--- src/rtl/ex_stage_pipe.sv ---
// ex_stage_pipe: execute stage of the 5-stage accumulator pipeline.
//
// Sits between the ID/EX and EX/MEM registers. Owns the architectural accumulator, so
// back-to-back accumulator ops see the updated value with no bubble. Both sides use
// valid/ready handshakes. Also provides flush, a sticky halt and an optional iterative
// shift-add multiplier.
//
// Optional feature macro: EX_MUL_EN
//   Defined:   opcode 12 (MUL) runs a DATA_W-cycle shift-add multiply.
//   Undefined: no multiplier logic is built, busy is tied to 0 and MUL acts as NOP.
//
// Ports:
//   clk, rst          clock, asynchronous active-low reset
//   flush             kill the output stage and abort a multiply
//   in_valid/ready    ID/EX handshake; in_opcode, in_dest, in_imm, in_reg_val,
//                     in_reg_write, in_mem_write carry the entry
//   out_valid/ready   EX/MEM handshake; out_opcode, out_dest, out_reg_write,
//                     out_mem_write, alu_result, out_mem_data are registered
//   acc, carry        accumulator (forwarding source) and ADD/SUB/MUL carry
//   busy              multiplier in progress
//   halt              sticky halt, cleared only by reset
module ex_stage_pipe #(
    parameter int unsigned DATA_W = 8,
    parameter int unsigned REG_AW = 5,
    parameter int unsigned OP_W   = 4
) (
    input  logic              clk,
    input  logic              rst,
    input  logic              flush,
    input  logic              in_valid,
    output logic              in_ready,
    input  logic [OP_W-1:0]   in_opcode,
    input  logic [REG_AW-1:0] in_dest,
    input  logic [DATA_W-1:0] in_imm,
    input  logic [DATA_W-1:0] in_reg_val,
    input  logic              in_reg_write,
    input  logic              in_mem_write,
    output logic              out_valid,
    input  logic              out_ready,
    output logic [OP_W-1:0]   out_opcode,
    output logic [REG_AW-1:0] out_dest,
    output logic              out_reg_write,
    output logic              out_mem_write,
    output logic [DATA_W-1:0] alu_result,
    output logic [DATA_W-1:0] out_mem_data,
    output logic [DATA_W-1:0] acc,
    output logic              carry,
    output logic              busy,
    output logic              halt
);

    typedef enum logic [1:0] {StIdle, StMulBusy, StHalted} state_e;

    localparam logic [OP_W-1:0] OpNop = OP_W'(0);
    localparam logic [OP_W-1:0] OpLdo = OP_W'(1);
    localparam logic [OP_W-1:0] OpLda = OP_W'(2);
    localparam logic [OP_W-1:0] OpSto = OP_W'(3);
    localparam logic [OP_W-1:0] OpPre = OP_W'(4);
    localparam logic [OP_W-1:0] OpAdd = OP_W'(5);
    localparam logic [OP_W-1:0] OpLdm = OP_W'(6);
    localparam logic [OP_W-1:0] OpHlt = OP_W'(7);
    localparam logic [OP_W-1:0] OpSub = OP_W'(8);
    localparam logic [OP_W-1:0] OpAnd = OP_W'(9);
    localparam logic [OP_W-1:0] OpOr  = OP_W'(10);
    localparam logic [OP_W-1:0] OpXor = OP_W'(11);
`ifdef EX_MUL_EN
    localparam logic [OP_W-1:0] OpMul = OP_W'(12);
    localparam int unsigned     CntW  = $clog2(DATA_W + 1);
`endif

    state_e              state_q, state_d;
    logic                halt_q, halt_d;
    logic [DATA_W-1:0]   acc_q, acc_d;
    logic                carry_q, carry_d;
    logic                out_valid_q, out_valid_d;
    logic [OP_W-1:0]     out_opcode_q, out_opcode_d;
    logic [REG_AW-1:0]   out_dest_q, out_dest_d;
    logic                out_rw_q, out_rw_d;
    logic                out_mw_q, out_mw_d;
    logic [DATA_W-1:0]   alu_q, alu_d;
    logic [DATA_W-1:0]   mem_data_q, mem_data_d;

`ifdef EX_MUL_EN
    logic [2*DATA_W-1:0] mcand_q, mcand_d;
    logic [2*DATA_W-1:0] prod_q, prod_d;
    logic [DATA_W-1:0]   mplier_q, mplier_d;
    logic [CntW-1:0]     cnt_q, cnt_d;
    logic [REG_AW-1:0]   mul_dest_q, mul_dest_d;
    logic                mul_rw_q, mul_rw_d;
    logic                mul_mw_q, mul_mw_d;
`endif

    // Single-cycle op decode, evaluated against the current accumulator.
    logic [DATA_W-1:0] op_res;
    logic [DATA_W-1:0] op_acc;
    logic              op_carry;
    logic [DATA_W-1:0] op_mem;
    logic              is_hlt;
    logic              is_mul;
    logic              accept;

    assign in_ready = (state_q == StIdle) && !halt_q && !flush && (!out_valid_q || out_ready);
    assign accept   = in_valid && in_ready;

    always_comb begin
        op_res   = acc_q;
        op_acc   = acc_q;
        op_carry = carry_q;
        op_mem   = '0;
        is_hlt   = 1'b0;
        is_mul   = 1'b0;
        case (in_opcode)
            OpNop, OpLdm: op_res = acc_q;
            OpLdo, OpLda: op_res = in_imm;
            OpSto: begin
                op_res = in_reg_val;
                op_mem = in_reg_val;
            end
            OpPre: begin
                op_acc = in_reg_val;
                op_res = in_reg_val;
            end
            OpAdd: begin
                {op_carry, op_acc} = {1'b0, acc_q} + {1'b0, in_reg_val};
                op_res             = op_acc;
            end
            OpSub: begin
                // Top bit of the widened difference is the borrow.
                {op_carry, op_acc} = {1'b0, acc_q} - {1'b0, in_reg_val};
                op_res             = op_acc;
            end
            OpAnd: begin
                op_acc = acc_q & in_reg_val;
                op_res = op_acc;
            end
            OpOr: begin
                op_acc = acc_q | in_reg_val;
                op_res = op_acc;
            end
            OpXor: begin
                op_acc = acc_q ^ in_reg_val;
                op_res = op_acc;
            end
            OpHlt: is_hlt = 1'b1;
`ifdef EX_MUL_EN
            OpMul: is_mul = 1'b1;
`endif
            default: ;
        endcase
    end

    always_comb begin
        state_d      = state_q;
        halt_d       = halt_q;
        acc_d        = acc_q;
        carry_d      = carry_q;
        out_valid_d  = out_valid_q;
        out_opcode_d = out_opcode_q;
        out_dest_d   = out_dest_q;
        out_rw_d     = out_rw_q;
        out_mw_d     = out_mw_q;
        alu_d        = alu_q;
        mem_data_d   = mem_data_q;
`ifdef EX_MUL_EN
        mcand_d      = mcand_q;
        prod_d       = prod_q;
        mplier_d     = mplier_q;
        cnt_d        = cnt_q;
        mul_dest_d   = mul_dest_q;
        mul_rw_d     = mul_rw_q;
        mul_mw_d     = mul_mw_q;
`endif

        if (out_valid_q && out_ready) begin
            out_valid_d = 1'b0;
        end

        if (flush) begin
            // in_ready is already low, so no acceptance can race with this.
            out_valid_d = 1'b0;
            if (state_q == StMulBusy) begin
                state_d = StIdle;
            end
        end else begin
            case (state_q)
                StIdle: begin
                    if (accept && is_mul) begin
                        state_d = StMulBusy;
`ifdef EX_MUL_EN
                        mcand_d    = {{DATA_W{1'b0}}, acc_q};
                        mplier_d   = in_reg_val;
                        prod_d     = '0;
                        cnt_d      = '0;
                        mul_dest_d = in_dest;
                        mul_rw_d   = in_reg_write;
                        mul_mw_d   = in_mem_write;
`endif
                    end else if (accept) begin
                        out_valid_d  = 1'b1;
                        out_opcode_d = in_opcode;
                        out_dest_d   = in_dest;
                        out_rw_d     = in_reg_write;
                        out_mw_d     = in_mem_write;
                        alu_d        = op_res;
                        mem_data_d   = op_mem;
                        acc_d        = op_acc;
                        carry_d      = op_carry;
                        if (is_hlt) begin
                            halt_d  = 1'b1;
                            state_d = StHalted;
                        end
                    end
                end
                StMulBusy: begin
`ifdef EX_MUL_EN
                    if (cnt_q != CntW'(DATA_W)) begin
                        if (mplier_q[0]) begin
                            prod_d = prod_q + mcand_q;
                        end
                        mcand_d  = mcand_q << 1;
                        mplier_d = mplier_q >> 1;
                        cnt_d    = cnt_q + 1'b1;
                    end else if (!out_valid_q || out_ready) begin
                        // Product ready and the output register is free or draining.
                        out_valid_d  = 1'b1;
                        out_opcode_d = OpMul;
                        out_dest_d   = mul_dest_q;
                        out_rw_d     = mul_rw_q;
                        out_mw_d     = mul_mw_q;
                        alu_d        = prod_q[DATA_W-1:0];
                        mem_data_d   = '0;
                        acc_d        = prod_q[DATA_W-1:0];
                        carry_d      = |prod_q[2*DATA_W-1:DATA_W];
                        state_d      = StIdle;
                    end
`else
                    state_d = StIdle;
`endif
                end
                StHalted: ;
                default: state_d = StIdle;
            endcase
        end
    end

    always_ff @(posedge clk or negedge rst) begin
        if (!rst) begin
            state_q      <= StIdle;
            halt_q       <= 1'b0;
            acc_q        <= '0;
            carry_q      <= 1'b0;
            out_valid_q  <= 1'b0;
            out_opcode_q <= '0;
            out_dest_q   <= '0;
            out_rw_q     <= 1'b0;
            out_mw_q     <= 1'b0;
            alu_q        <= '0;
            mem_data_q   <= '0;
`ifdef EX_MUL_EN
            mcand_q      <= '0;
            prod_q       <= '0;
            mplier_q     <= '0;
            cnt_q        <= '0;
            mul_dest_q   <= '0;
            mul_rw_q     <= 1'b0;
            mul_mw_q     <= 1'b0;
`endif
        end else begin
            state_q      <= state_d;
            halt_q       <= halt_d;
            acc_q        <= acc_d;
            carry_q      <= carry_d;
            out_valid_q  <= out_valid_d;
            out_opcode_q <= out_opcode_d;
            out_dest_q   <= out_dest_d;
            out_rw_q     <= out_rw_d;
            out_mw_q     <= out_mw_d;
            alu_q        <= alu_d;
            mem_data_q   <= mem_data_d;
`ifdef EX_MUL_EN
            mcand_q      <= mcand_d;
            prod_q       <= prod_d;
            mplier_q     <= mplier_d;
            cnt_q        <= cnt_d;
            mul_dest_q   <= mul_dest_d;
            mul_rw_q     <= mul_rw_d;
            mul_mw_q     <= mul_mw_d;
`endif
        end
    end

    assign out_valid     = out_valid_q;
    assign out_opcode    = out_opcode_q;
    assign out_dest      = out_dest_q;
    assign out_reg_write = out_rw_q;
    assign out_mem_write = out_mw_q;
    assign alu_result    = alu_q;
    assign out_mem_data  = mem_data_q;
    assign acc           = acc_q;
    assign carry         = carry_q;
    assign halt          = halt_q;
`ifdef EX_MUL_EN
    assign busy          = (state_q == StMulBusy);
`else
    assign busy          = 1'b0;
`endif

endmodule

--- config.mk ---
export PLATFORM = sky130hd
export DESIGN_NAME = ex_stage_pipe
export DESIGN_NICKNAME = d
export VERILOG_FILES = /design/src/rtl/ex_stage_pipe.sv
export SDC_FILE = /design/constraint.sdc
export NUM_CORES = 1
export LEC_CHECK = 0
export ABC_AREA = 1
export BUFFER_PORTS_ARGS = -buffer_cell sky130_fd_sc_hd__buf_4
export CAP_MARGIN = 25
export CELL_PAD_IN_SITES_DETAIL_PLACEMENT = 2
export CELL_PAD_IN_SITES_GLOBAL_PLACEMENT = 2
export CORE_UTILIZATION = 31
export DETAILED_ROUTE_END_ITERATION = 10
export PLACE_DENSITY_LB_ADDON = 0.1
export SYNTH_ARGS = -nofsm -noshare
export SYNTH_HDL_FRONTEND = slang
export SYNTH_SLANG_ARGS = --single-unit
export TNS_END_PERCENT = 5
--- constraint.sdc ---
create_clock -name clk -period 3.6 [get_ports clk]
set_input_delay 0.72 -clock clk [delete_from_list [all_inputs] [get_ports clk]]
set_output_delay 0.72 -clock clk [all_outputs]
set_load 0.005 [all_outputs]
==> results.yml <==
yosys:
  ys_types: 36
  synth.cell_area_sq_mm: 0.00298
  yosysWarnings: 0
  syn_nets: 491
  synth_seq_cells: 39
  synth_area_leader_cell: "dfrtp_1"
  synth_flop_cell: "dfrtp_1"
  syn_inst: 432
  ys_seq_area_frac: 0.327
  synthTopCellsByArea: "dfrtp_1, nand2_1, ha_1"
  synth_edf_count: 0
  synth_top_area_share: 0.327
  avgSynthCellArea_sq_um: 6.91
  ys_async_sr_fraction: 1.00
setup_path:
  cp.required_ps: 3810
  cp_cell_sequence: "buf_4 > inv_1 > ha_1 > inv_1 > nor2_1 > inv_1 > nand3_1 > nand2_1 > nand2_1 > nand3_1 > nand2_1 > inv_1 > nand2_1 > nand2_1 > nand2_1"
  worstSetupPathType: "primary input to register"
  slowest_delay_ps: 380
  cp_max_fo: 7
  arrival_ps: 2440
  critPathMostFrequentCell: "nand2_1"
  cp-start-kind: "primary input"
  cp_slowest_cell: "ha_1"
  end_kind: "register"
timing:
  tns_ps: 0
  worstMarginPinSlew_ps: 607
  setup_viol: 0
  rsz0062_at_grt: "no"
  hold_viol_final: 0
  finalCriticalPeriod_ps: 2240
  slew-limit-headroom: 0.595
  drv_slew: 0
  max_freq_ghz: 0.447
  clock_skew_ps: 9.08
  fin_crit_sh: 0.622
clock_network:
  cts_tree: "done"
  cts-resized-gates: 0
  path_clk_slew_ps: 90
  cts_sinks: 39
  post_cts_buffers: 0
  cts_max_path_buffers: 2
  cts-root-buf: "clkbuf_8"
  insertion_delay_ps: 300
  htreeDepth: 2
  ctsHoldBuffers: 0
  cts_buffers: 5
global_route:
  grt_max_degree: 40
  globalRouteOverflowTotal: 0
  globalRouteTotalUtil: 0.245
  grt_antenna_before_repair: 0
  grt_pass1_wl_microns: 18700
  grt_pass1_vias: 3438
place:
  placed_area_sq_mm: 0.00365
  gp_congestion: 0.845
  port_buffers: 70
  dp_hpwl_microns: 9100
cells_and_area:
  fin_nets: 560
  area_growth_pct: 26.2
  drive_gt1_frac: 0.191
  antenna_cells: 0
  design_area_sq_mm: 0.00377
floorplanning:
  placeableCoreArea_sq_mm: 0.00928
  io_pins: 72
  die_x_microns: 100
  start_util: 0.321
  die_area_sq_mm: 0.0100
  die_h_microns: 100
  rows: 35
routing:
  drtAntennaViolNets: 0
  drt_pass1_iterations: 4
  wl_per_cell_microns: 18.2
  vias: 3154
  first_iter_violations: 88
  drc: 0
  drt-total-wl_microns: 11500
  via_per_inst: 5.00
power_and_ir_drop:
  peakVddDrop_mv: 0.138
  cellLeakagePower_nw: 2.11
  power.switching_w: 0.000351
  p_clk_frac: 0.360
  power.internal_w: 0.000768
  p_sw_frac: 0.314
  pwr-share-seq: 0.413
  p_per_area_mw_per_mm2: 297
  combPwrFrac: 0.227
worst_hold_path:
  hp-class: "primary input to asynchronous set/reset pin"
status:
  status: "complete, no violations"
run:
  maxCapViolations: 0
-- per-stage QoR --
stage	hold WS (ps)	std cells	total power, W	worst slack, ps	util
4_1_cts	416	631	0.00113	1350	0.406
5_1_grt	431	631	0.00118	1150	0.406
3_5_place_dp	461	623	0.000725	1030	0.393
6_report	400	631	0.00112	1360	0.406
3_3_place_gp	453	622	0.000712	1100	0.390
2_1_floorplan	424	432	0.000607	1500	-
-- per-layer routing --
layer  global-route usage  up-vias  wire [microns]  share of wire
met3               0.0341       16             347          0.030
met2                0.420       60            5490           0.48
met1                0.324     1574            5420           0.47
li1                     -     1504               -              -
met4               0.0624        0             215          0.019
met5                    0        -               0              0
-- area by class of cell --
type,count,area (sq um)
multi-input combinational,324,1730
tap,129,161
clock buffer,6,82.6
timing repair buffer,72,561
clock inverter,2,35.0
inverter,59,223
fill,1135,5520
sequential,39,976
-- sequential cells by signal (all words and copies together), names as in the netlist --
register,flops
acc,8
out_mem_data,8
out_mem_write,1
out_opcode,4
state_q,1
carry,1
alu_result,8
out_reg_write,1
out_valid,1
out_dest,5
halt,1
-- kinds of logic after synthesis --
| logic type | Yosys count | synth area share |
|---|---|---|
| buf+inv | 69 | 0.0939 |
| compound gates | 65 | 0.127 |
| other cells | 1 | 0.00126 |
| simple gates | 231 | 0.333 |
| fa+ha+maj | 27 | 0.118 |
| flops | 39 | 0.327 |
-- power by group through the flow --
stage	registers, W	logic (W)	clock network, W
final	0.000462	0.000254	0.000403
after detailed placement	0.000471	0.000255	0
after floorplan	0.000469	0.000138	0
after global placement	0.000470	0.000243	0
after CTS	0.000462	0.000257	0.000412
after global routing	0.000464	0.000286	0.000428
-- layout by cell type (no fill, tap or decap), drive strengths merged --
cell / count
nand2: 141
buf: 72
inv: 58
nor2: 47
dfrtp: 39
nand3: 31
o21ai: 28
ha: 25
a21oi: 14
o31ai: 8
nor3: 6
clkbuf: 6
o22ai: 3
o211ai: 3
o21bai: 3
and2: 2
clkinv: 2
a22oi: 2
a31oi: 2
fa: 2
and3: 1
o221ai: 1
or2: 1
nand3b: 1
a211oi: 1
nand4: 1
conb: 1
bufinv: 1
-- critical path: cells and delay by family --
kind	cells	cell delay, ps
adders and majority gates	1	380
buffers and inverters	5	670
and+or+nand+nor	9	670
-- final timing paths --
path	from	depth (start not counted)	slack, ps	end
max in group asynchronous	rst	1	2830	acc[7]
max	in_reg_val[3]	15	1360	alu_result[6]
max reg2reg	acc[0]	15	1420	alu_result[6]
min in group clk	state_q[1]	2	470	state_q[1]
min	rst	1	400	alu_result[3]
min reg2reg	state_q[1]	2	470	state_q[1]
-- synthesized netlist by cell type, types with 2 or more instances --
master    count
a21oi_1      14
a22oi_1       2
a31oi_1       2
and2_1        2
buf_2         7
dfrtp_1      39
fa_1          2
ha_1         25
inv_1        55
inv_2         3
nand2_1     134
nand2_2       6
nand3_1      29
nand3_2       2
nor2_1       44
nor2_4        2
nor3_1        6
o211ai_1      3
o21ai_0      21
o21ai_1       7
o21bai_1      3
o22ai_1       3
o31ai_1       8
(Power assumes the default switching activity.)
